**src/rtl/muldiv_issue_ctrl_if.sv**
```systemverilog
// rtl/muldiv_issue_ctrl_if.sv - execute/mul_div/writeback signal bundle for muldiv_issue_ctrl
interface muldiv_issue_ctrl_if;
  logic        ex_valid;
  logic        ex_ready;
  logic [2:0]  ex_funct3;
  logic [31:0] ex_rs1;
  logic [31:0] ex_rs2;
  logic [4:0]  ex_rd;
  logic        flush;
  logic        md_start;
  logic [2:0]  md_opcode;
  logic [31:0] md_rs1;
  logic [31:0] md_rs2;
  logic        md_busy;
  logic        md_ready;
  logic [31:0] md_result;
  logic        wb_valid;
  logic        wb_ready;
  logic [4:0]  wb_rd;
  logic [31:0] wb_data;
  logic        stall;
  logic        timeout_err;

  // slave: the controller itself; master: the surrounding pipeline and mul_div unit
  modport slave (
    input  ex_valid, ex_funct3, ex_rs1, ex_rs2, ex_rd, flush,
    input  md_busy, md_ready, md_result, wb_ready,
    output ex_ready, md_start, md_opcode, md_rs1, md_rs2,
    output wb_valid, wb_rd, wb_data, stall, timeout_err
  );

  modport master (
    output ex_valid, ex_funct3, ex_rs1, ex_rs2, ex_rd, flush,
    output md_busy, md_ready, md_result, wb_ready,
    input  ex_ready, md_start, md_opcode, md_rs1, md_rs2,
    input  wb_valid, wb_rd, wb_data, stall, timeout_err
  );
endinterface

```
**src/rtl/muldiv_issue_ctrl.sv**
```systemverilog
// rtl/muldiv_issue_ctrl.sv - M-extension issue/retire controller; optional MULDIV_RESULT_CACHE_EN divide result cache
module muldiv_issue_ctrl #(
  parameter int TIMEOUT = 63
) (
  input  logic               clk,
  input  logic               rst,
  muldiv_issue_ctrl_if.slave bus
);

  typedef enum logic [1:0] {IDLE, ISSUE, WAIT, WB} state_t;

  localparam logic [5:0] TIMEOUT_CNT = 6'(TIMEOUT);

  state_t      state;
  logic        kill;
  logic        seen_busy;
  logic [5:0]  count;
  logic [2:0]  opcode;
  logic [31:0] rs1;
  logic [31:0] rs2;
  logic [4:0]  rd;
  logic [31:0] wb_data;
  logic        timeout_err;
  logic        accept;

  assign accept = bus.ex_valid && !bus.flush;

`ifdef MULDIV_RESULT_CACHE_EN
  logic        cache_valid;
  logic [2:0]  cache_op;
  logic [31:0] cache_rs1;
  logic [31:0] cache_rs2;
  logic [31:0] cache_result;
  logic        cache_hit;

  assign cache_hit = cache_valid && bus.ex_funct3[2] && (cache_op == bus.ex_funct3) &&
                     (cache_rs1 == bus.ex_rs1) && (cache_rs2 == bus.ex_rs2);
`endif

  // Handshake outputs are pure decodes of registered state, never of inputs.
  assign bus.ex_ready    = (state == IDLE);
  assign bus.stall       = (state != IDLE);
  assign bus.md_start    = (state == ISSUE);
  assign bus.wb_valid    = (state == WB) && !kill;
  assign bus.md_opcode   = opcode;
  assign bus.md_rs1      = rs1;
  assign bus.md_rs2      = rs2;
  assign bus.wb_rd       = rd;
  assign bus.wb_data     = wb_data;
  assign bus.timeout_err = timeout_err;

  always_ff @(posedge clk or posedge rst) begin
    if (rst) begin
      state       <= IDLE;
      kill        <= 1'b0;
      seen_busy   <= 1'b0;
      count       <= '0;
      opcode      <= '0;
      rs1         <= '0;
      rs2         <= '0;
      rd          <= '0;
      wb_data     <= '0;
      timeout_err <= 1'b0;
`ifdef MULDIV_RESULT_CACHE_EN
      cache_valid  <= 1'b0;
      cache_op     <= '0;
      cache_rs1    <= '0;
      cache_rs2    <= '0;
      cache_result <= '0;
`endif
    end else begin
      timeout_err <= 1'b0;
      case (state)
        IDLE: begin
          if (accept) begin
            opcode <= bus.ex_funct3;
            rs1    <= bus.ex_rs1;
            rs2    <= bus.ex_rs2;
            rd     <= bus.ex_rd;
            kill   <= 1'b0;
`ifdef MULDIV_RESULT_CACHE_EN
            if (cache_hit) begin
              wb_data <= cache_result;
              state   <= WB;
            end else begin
              state <= ISSUE;
            end
`else
            state <= ISSUE;
`endif
          end
        end
        ISSUE: begin
          if (bus.flush) kill <= 1'b1;
          // MUL* completes combinationally inside mul_div during the start cycle.
          if (!opcode[2]) begin
            wb_data <= bus.md_result;
            state   <= WB;
          end else begin
            seen_busy <= 1'b0;
            count     <= '0;
            state     <= WAIT;
          end
        end
        WAIT: begin
          if (bus.flush) kill <= 1'b1;
          if (bus.md_busy) seen_busy <= 1'b1;
          count <= count + 6'd1;
          // A ready seen before any busy belongs to a previous operation.
          if (bus.md_ready && seen_busy) begin
            wb_data <= bus.md_result;
            state   <= WB;
`ifdef MULDIV_RESULT_CACHE_EN
            if (!kill && !bus.flush) begin
              cache_valid  <= 1'b1;
              cache_op     <= opcode;
              cache_rs1    <= rs1;
              cache_rs2    <= rs2;
              cache_result <= bus.md_result;
            end
`endif
          end else if (count == TIMEOUT_CNT) begin
            timeout_err <= 1'b1;
            wb_data     <= '0;
            state       <= IDLE;
`ifdef MULDIV_RESULT_CACHE_EN
            cache_valid <= 1'b0;
`endif
          end
        end
        WB: begin
          if (kill || bus.flush || bus.wb_ready) state <= IDLE;
        end
        default: state <= IDLE;
      endcase
    end
  end

endmodule
```
**src/flat_wrapper.sv**
```systemverilog
// flat-port wrapper written by rule: the top's interface ports become plain ports
module muldiv_issue_ctrl_flat 
#(
  parameter int TIMEOUT = 63
)
  (clk, rst, bus_ex_valid, bus_ex_funct3, bus_ex_rs1, bus_ex_rs2, bus_ex_rd, bus_flush, bus_md_busy, bus_md_ready, bus_md_result, bus_wb_ready, bus_ex_ready, bus_md_start, bus_md_opcode, bus_md_rs1, bus_md_rs2, bus_wb_valid, bus_wb_rd, bus_wb_data, bus_stall, bus_timeout_err);
  muldiv_issue_ctrl_if bus_i ();
  input  logic clk;
  input  logic rst;
  input wire logic [$bits(bus_i.ex_valid)-1:0] bus_ex_valid;
  input wire logic [$bits(bus_i.ex_funct3)-1:0] bus_ex_funct3;
  input wire logic [$bits(bus_i.ex_rs1)-1:0] bus_ex_rs1;
  input wire logic [$bits(bus_i.ex_rs2)-1:0] bus_ex_rs2;
  input wire logic [$bits(bus_i.ex_rd)-1:0] bus_ex_rd;
  input wire logic [$bits(bus_i.flush)-1:0] bus_flush;
  input wire logic [$bits(bus_i.md_busy)-1:0] bus_md_busy;
  input wire logic [$bits(bus_i.md_ready)-1:0] bus_md_ready;
  input wire logic [$bits(bus_i.md_result)-1:0] bus_md_result;
  input wire logic [$bits(bus_i.wb_ready)-1:0] bus_wb_ready;
  output wire logic [$bits(bus_i.ex_ready)-1:0] bus_ex_ready;
  output wire logic [$bits(bus_i.md_start)-1:0] bus_md_start;
  output wire logic [$bits(bus_i.md_opcode)-1:0] bus_md_opcode;
  output wire logic [$bits(bus_i.md_rs1)-1:0] bus_md_rs1;
  output wire logic [$bits(bus_i.md_rs2)-1:0] bus_md_rs2;
  output wire logic [$bits(bus_i.wb_valid)-1:0] bus_wb_valid;
  output wire logic [$bits(bus_i.wb_rd)-1:0] bus_wb_rd;
  output wire logic [$bits(bus_i.wb_data)-1:0] bus_wb_data;
  output wire logic [$bits(bus_i.stall)-1:0] bus_stall;
  output wire logic [$bits(bus_i.timeout_err)-1:0] bus_timeout_err;
  assign bus_i.ex_valid = bus_ex_valid;
  assign bus_i.ex_funct3 = bus_ex_funct3;
  assign bus_i.ex_rs1 = bus_ex_rs1;
  assign bus_i.ex_rs2 = bus_ex_rs2;
  assign bus_i.ex_rd = bus_ex_rd;
  assign bus_i.flush = bus_flush;
  assign bus_i.md_busy = bus_md_busy;
  assign bus_i.md_ready = bus_md_ready;
  assign bus_i.md_result = bus_md_result;
  assign bus_i.wb_ready = bus_wb_ready;
  assign bus_ex_ready = bus_i.ex_ready;
  assign bus_md_start = bus_i.md_start;
  assign bus_md_opcode = bus_i.md_opcode;
  assign bus_md_rs1 = bus_i.md_rs1;
  assign bus_md_rs2 = bus_i.md_rs2;
  assign bus_wb_valid = bus_i.wb_valid;
  assign bus_wb_rd = bus_i.wb_rd;
  assign bus_wb_data = bus_i.wb_data;
  assign bus_stall = bus_i.stall;
  assign bus_timeout_err = bus_i.timeout_err;
  muldiv_issue_ctrl #(.TIMEOUT(TIMEOUT)) u_core (.clk(clk), .rst(rst), .bus(bus_i));
endmodule
```
**config.mk**
```make
export PLATFORM = sky130hd
export DESIGN_NAME = muldiv_issue_ctrl_flat
export DESIGN_NICKNAME = d
export VERILOG_FILES = /design/src/rtl/muldiv_issue_ctrl_if.sv /design/src/rtl/muldiv_issue_ctrl.sv /design/src/flat_wrapper.sv
export SDC_FILE = /design/constraint.sdc
export NUM_CORES = 1
export LEC_CHECK = 0
export CAP_MARGIN = 0
export CELL_PAD_IN_SITES_DETAIL_PLACEMENT = 0
export CELL_PAD_IN_SITES_GLOBAL_PLACEMENT = 2
export CORE_MARGIN = 8
export CORE_UTILIZATION = 27
export DETAILED_ROUTE_END_ITERATION = 7
export GPL_TIMING_DRIVEN = 0
export PLACE_DENSITY = 0.78
export RECOVER_POWER = 25
export SLEW_MARGIN = 30
export SYNTH_ARGS = -nofsm -noshare
export SYNTH_HDL_FRONTEND = slang
export SYNTH_SLANG_ARGS = --single-unit
```
**constraint.sdc**
```tcl
create_clock -name clk -period 5.24 [get_ports clk]
set_input_delay 1.572 -clock clk [delete_from_list [all_inputs] [get_ports clk]]
set_output_delay 1.572 -clock clk [all_outputs]
set_load 0.1 [all_outputs]
```
==> out/metrics.cfg <==
[floorplanning]
row_count=49
initial_core_util_pct=27.3
fp.dieH_um=150
core_area_um2=17800
dieWidth_um=150
ios=220
dieArea_um2=22500

[layout]
multi_input_area_um2=1730
area_delta_synth_final_pct=64.6
seq_area_um2=2880
nNetsFinal=651
fin_cells=777
drive_gt1_share_pct=22.8
stdcell_area_um2=7990
antenna_cells=0
fillers=1578

[yosys]
synth_area_leader_cell=dfrtp_1
synth_area_leaders=dfrtp_1 (59%), mux2_4 (22%), a22o_1 (6.3%)
yosysMostFrequentCell=dfrtp_1
synthCells=296
avgSynthCellArea_um2=16.4
ys.flop_type=dfrtp_1
ys_types=35
synthesis.nets=412
ys_seq_elements=115
ys_seq_area_share_pct=59.3
synthTopCellsByCount=dfrtp_1 (115), mux2_4 (70), a22o_1 (35), nand2_1 (13), buf_12 (8)
synth_edf_count=0
synth_top_area_share_pct=59.3
syn-cell-area_um2=4850
ys_warn_count=0
ys_async_sr_fraction_pct=100

[global_route]
grt_pass1_wl_um=21800
grt_max_degree=68
grt_use_total_pct=12.6
grt_pass1_vias=3719
use_met3_pct=5.29
use_met1_pct=15.3
busiest_layer=met2
grt_antenna_before_repair=0
grt_overflow=0
grt_use_met2_pct=19.7

[cts]
clk-insertion-delay-late_ns=0.41
clock_path_buffers=2
htreeDepth=4
clkTransAtPathRegs_ns=0.06
cts_setup_buffers=0
cts_sinks=115
cts_tree=done
cts_buffers=17
post_cts_resize_count=0
clock_tree.root_cell=clkbuf_16
cts_hold_buf=0

[setup_path]
arrival_ns=2.42
cp.required_ns=3.67
worstSetupStartpointType=register
path_class=reg -> out
end_kind=output port
critPathMaxFanout=4
path_cells=inv_1 > ha_1 > inv_2 > clkdlybuf4s50_1
cpMaxStageDelayCell=clkdlybuf4s50_1
reg2regPathDepth=5
critPathMaxStageDelay_ns=1.16

[detailed_routing]
drt_iter0_markers=94
wire_per_inst_um=18.2
detail_route.vias_per_cell=4.32
drcViolationCount=0
first_pass_iters=4
routed-via-count=3358
ant_nets=0
finalWirelength_um=14200

[timing]
rsz0062_at_grt=false
worst_pin_slew_ns=2.29
finalHoldViolCount=0
slew_headroom_pct=-53.7
skew_ns=0.00488
fin_crit_ns=3.99
setup_slack_ns=1.25
fmax_mhz=250
min_period_over_period_pct=76.2
finalMaxSlewViolations=49
setup_violations=0
hold-worst-slack_ns=0.495

[placed_design]
gp_congestion=0.702
placedInstanceArea_um2=7370
dp_cells=745
pre_cts_slack_ns=1.68
dp_hpwl_um=10500
portBuffers=219

[status]
violations=capacitance limit, slew limit
status=finished, violations left

[worst_hold_path]
hp-class=reg -> reg
hold_path_depth=1

[job]
max-cap-violations=1

## kinds of logic after synthesis
logic type	after synthesis	share of synthesized area (%)
buf+inv	23	5.05
mux	73	22.3
fa+ha+maj	5	1.29
simple gates	28	3.20
compound gates	52	8.82
flops	115	59.3
## sequential cells by signal, summed over array words and instances, names as in the netlist
| register | cells |
|---|---|
| u_core.kill | 1 |
| u_core.bus.timeout_err | 1 |
| u_core.bus.md_opcode | 3 |
| u_core.state | 2 |
| u_core.count | 6 |
| u_core.bus.md_rs1 | 32 |
| u_core.bus.wb_data | 32 |
| u_core.bus.wb_rd | 5 |
| u_core.bus.md_rs2 | 32 |
| u_core.seen_busy | 1 |
## final timing paths
path | slack (ns) | endpoint | start
hold reg to reg | 0.49 | u_core.bus.wb_data[16] | u_core.bus.wb_data[16]
min in group asynchronous | 2.24 | u_core.bus.md_rs1[31] | rst
setup / recovery | 1.25 | bus_stall | u_core.state[0]
hold / removal | 0.49 | u_core.bus.wb_data[16] | u_core.bus.wb_data[16]
setup reg to reg | 3.35 | u_core.count[4] | u_core.state[0]
max in group asynchronous | 1.93 | u_core.bus.md_rs1[25] | rst
## layer usage
| layer | vias up | wire (µm) |
|---|---|---|
| met1 | 1652 | 6070 |
| li1 | 1552 | - |
| met3 | 14 | 1270 |
| met2 | 140 | 6630 |
| met5 | - | 0 |
| met4 | 0 | 180 |
## layout by cell type, fill, tap and decap left out, types with 3 or more instances in the layout
master	count
clkdlybuf4s50_1	215
dfrtp_1	115
mux2_4	70
a22o_1	35
clkbuf_16	17
nand2_1	13
buf_12	8
o21ai_0	5
ha_1	5
clkbuf_1	4
buf_2	4
inv_1	4
bufinv_16	4
dlygate4sd3_1	4
buf_6	3
nand2b_1	3
a31oi_1	3
clkinv_4	3
## stage by stage
stage / util [%] / TNS (ns)
floorplan: - / 0
global placement: 41.2 / -130.32
detailed placement: 41.4 / 0
CTS: 45.0 / 0
global route: 44.9 / 0
finish: 44.9 / 0
## layout make-up
| cell class | count | share of cell area (%) |
|---|---|---|
| sequential | 115 | 36.0 |
| timing repair buffer | 220 | 27.8 |
| multi-input combinational | 158 | 21.7 |
| clock buffer | 20 | 5.59 |
| tap | 229 | 3.59 |
| buffer | 17 | 2.77 |
| clock inverter | 12 | 2.26 |
| inverter | 6 | 0.298 |
## critical path: cells and delay by family (launching register included)
family                     cells  cell delay [ns]
adders and majority gates      1             0.26
buffers and inverters          3             1.36
DFF                            1             0.40
Power is left out: the tool's default activity adds up to more than one toggle a clock period on the data nets, which glitch-free logic cannot reach.
==> patch (same flow settings) <==
Add a define of `MULDIV_RESULT_CACHE_EN`.
--- a/src/rtl/muldiv_issue_ctrl.sv
+++ b/src/rtl/muldiv_issue_ctrl.sv
@@ -1,4 +1,6 @@
 // rtl/muldiv_issue_ctrl.sv - M-extension issue/retire controller; optional MULDIV_RESULT_CACHE_EN divide result cache
+`define MULDIV_RESULT_CACHE_EN
+
 module muldiv_issue_ctrl #(
   parameter int TIMEOUT = 63
 ) (
Function: changed (Yosys sat finds a counterexample within 10 cycles, from zero or initial values and one cycle with rst high).
==> patch against the original RTL <==
  * The flow still finishes with violations (max-capacitance violations, max-slew violations)
  * Die area grew 100%
  * Cell count grew 120%
  * Wire length grew 130%
  * Non-clock buffer count grew 47
  * Final area grew 79%
  * Via count grew 130%
  * Area after synthesis grew 120%
  * Worst setup slack lost 0.28 ns
  * Utilization shrank 7.7 points
  * Register-to-register slack lost 0.99 ns
  * Sequential cell count grew 100
  * Fmax shrank 6.6%
  * Highest routed layer is now met5
Power is left out: the tool's default activity adds up to more than one toggle a clock period on the data nets, which glitch-free logic cannot reach.
==> patch: results <==
[cells_and_area]
nonClkBufAreaFrac = 0.1735
final_layout_size_suffix_gt1_frac = 0.2401
multi_input_area_mm2 = 0.004827
seq_cells = 215
fin_nets = 1261
clock_area_frac = 0.06682
n_all_inverters = 7
nFillCells = 3847
num-multi-input-gates = 610
layout.cells.non_filler = 1684
regArea_mm2 = 0.005380

[synthesis]
netlist_top_cells_count = "dfrtp_1, mux2_2, xnor2_1, clkbuf_1, nand2_1"
synthCells = 889
ys_seq_area_frac = 0.5134
synthTopCellsByArea = "dfrtp_1, mux2_2, xnor2_1"

[global_routing]
grt_usage = 0.1455
grt_max_degree = 30
grt_pass1_wl_um = 51360

[placement]
hpwl_um = 24590
place.gp.congestion = 0.7830
place_ws_ns = 0.6436

[outcome]
status = "finished with violations"
violations = "max-capacitance violations, max-slew violations"

[worst_setup_path]
crit_fanout = 6

[clocking]
clk_latency_ns = 0.56

[job]
drv_cap = 2

[timing]
fin_skew_ns = 0.02592
maxSlewViolCount = 44
relSlewSlack = -0.06234
[patch: worst paths after layout]
kind / start / endpoint / slack, ns
max in group asynchronous: rst / u_core.bus.md_rs2[7]$_DFFE_PP0P_ / 1.54
max: u_core.state[0]$_DFFE_PP0P_ / bus_stall / 0.96
min in group asynchronous: rst / u_core.cache_result[21]$_DFFE_PP0P_ / 1.64
min: u_core.cache_result[4]$_DFFE_PP0P_ / u_core.cache_result[4]$_DFFE_PP0P_ / 0.50
max reg2reg: u_core.state[0]$_DFFE_PP0P_ / u_core.bus.md_rs1[20]$_DFFE_PP0P_ / 2.36
min reg2reg: u_core.cache_result[4]$_DFFE_PP0P_ / u_core.cache_result[4]$_DFFE_PP0P_ / 0.50
[patch: worst max-delay path, stage by stage (launching register included)]
cell and delay [ns]:
dfrtp_1 0.37, inv_1 0.09, ha_1 0.30, inv_1 0.21, clkdlybuf4s50_1 1.18
[patch: routing by layer]
metal / share of wire / vias to the layer above / wire length, um / GRT usage
li1: - / 3671 / - / -
met1: 0.43 / 3872 / 14090 / 0.1806
met2: 0.46 / 225 / 15190 / 0.2357
met3: 0.093 / 59 / 3073 / 0.05974
met4: 0.020 / 18 / 654 / 0.02975
met5: 0.0035 / - / 116 / 0
[patch: logic make-up after synthesis]
kind of cell,after synthesis,share of synthesized area
adders and majority gates,5,0.005969
muxes,205,0.2162
DFF,215,0.5134
xor gates and xnor gates,68,0.05683
AOI/OAI and AO/OA,82,0.05241
buffers and inverters,64,0.02603
and+or+nand+nor,250,0.1292
[patch: through the flow]
stage | instance area (um^2) | utilization
final | 14330 | 0.3724
after global routing | 14330 | 0.3724
after CTS | 14380 | 0.3738
after detailed placement | 13420 | 0.3489
after global placement | 13320 | 0.3464
after floorplan | 10480 | -
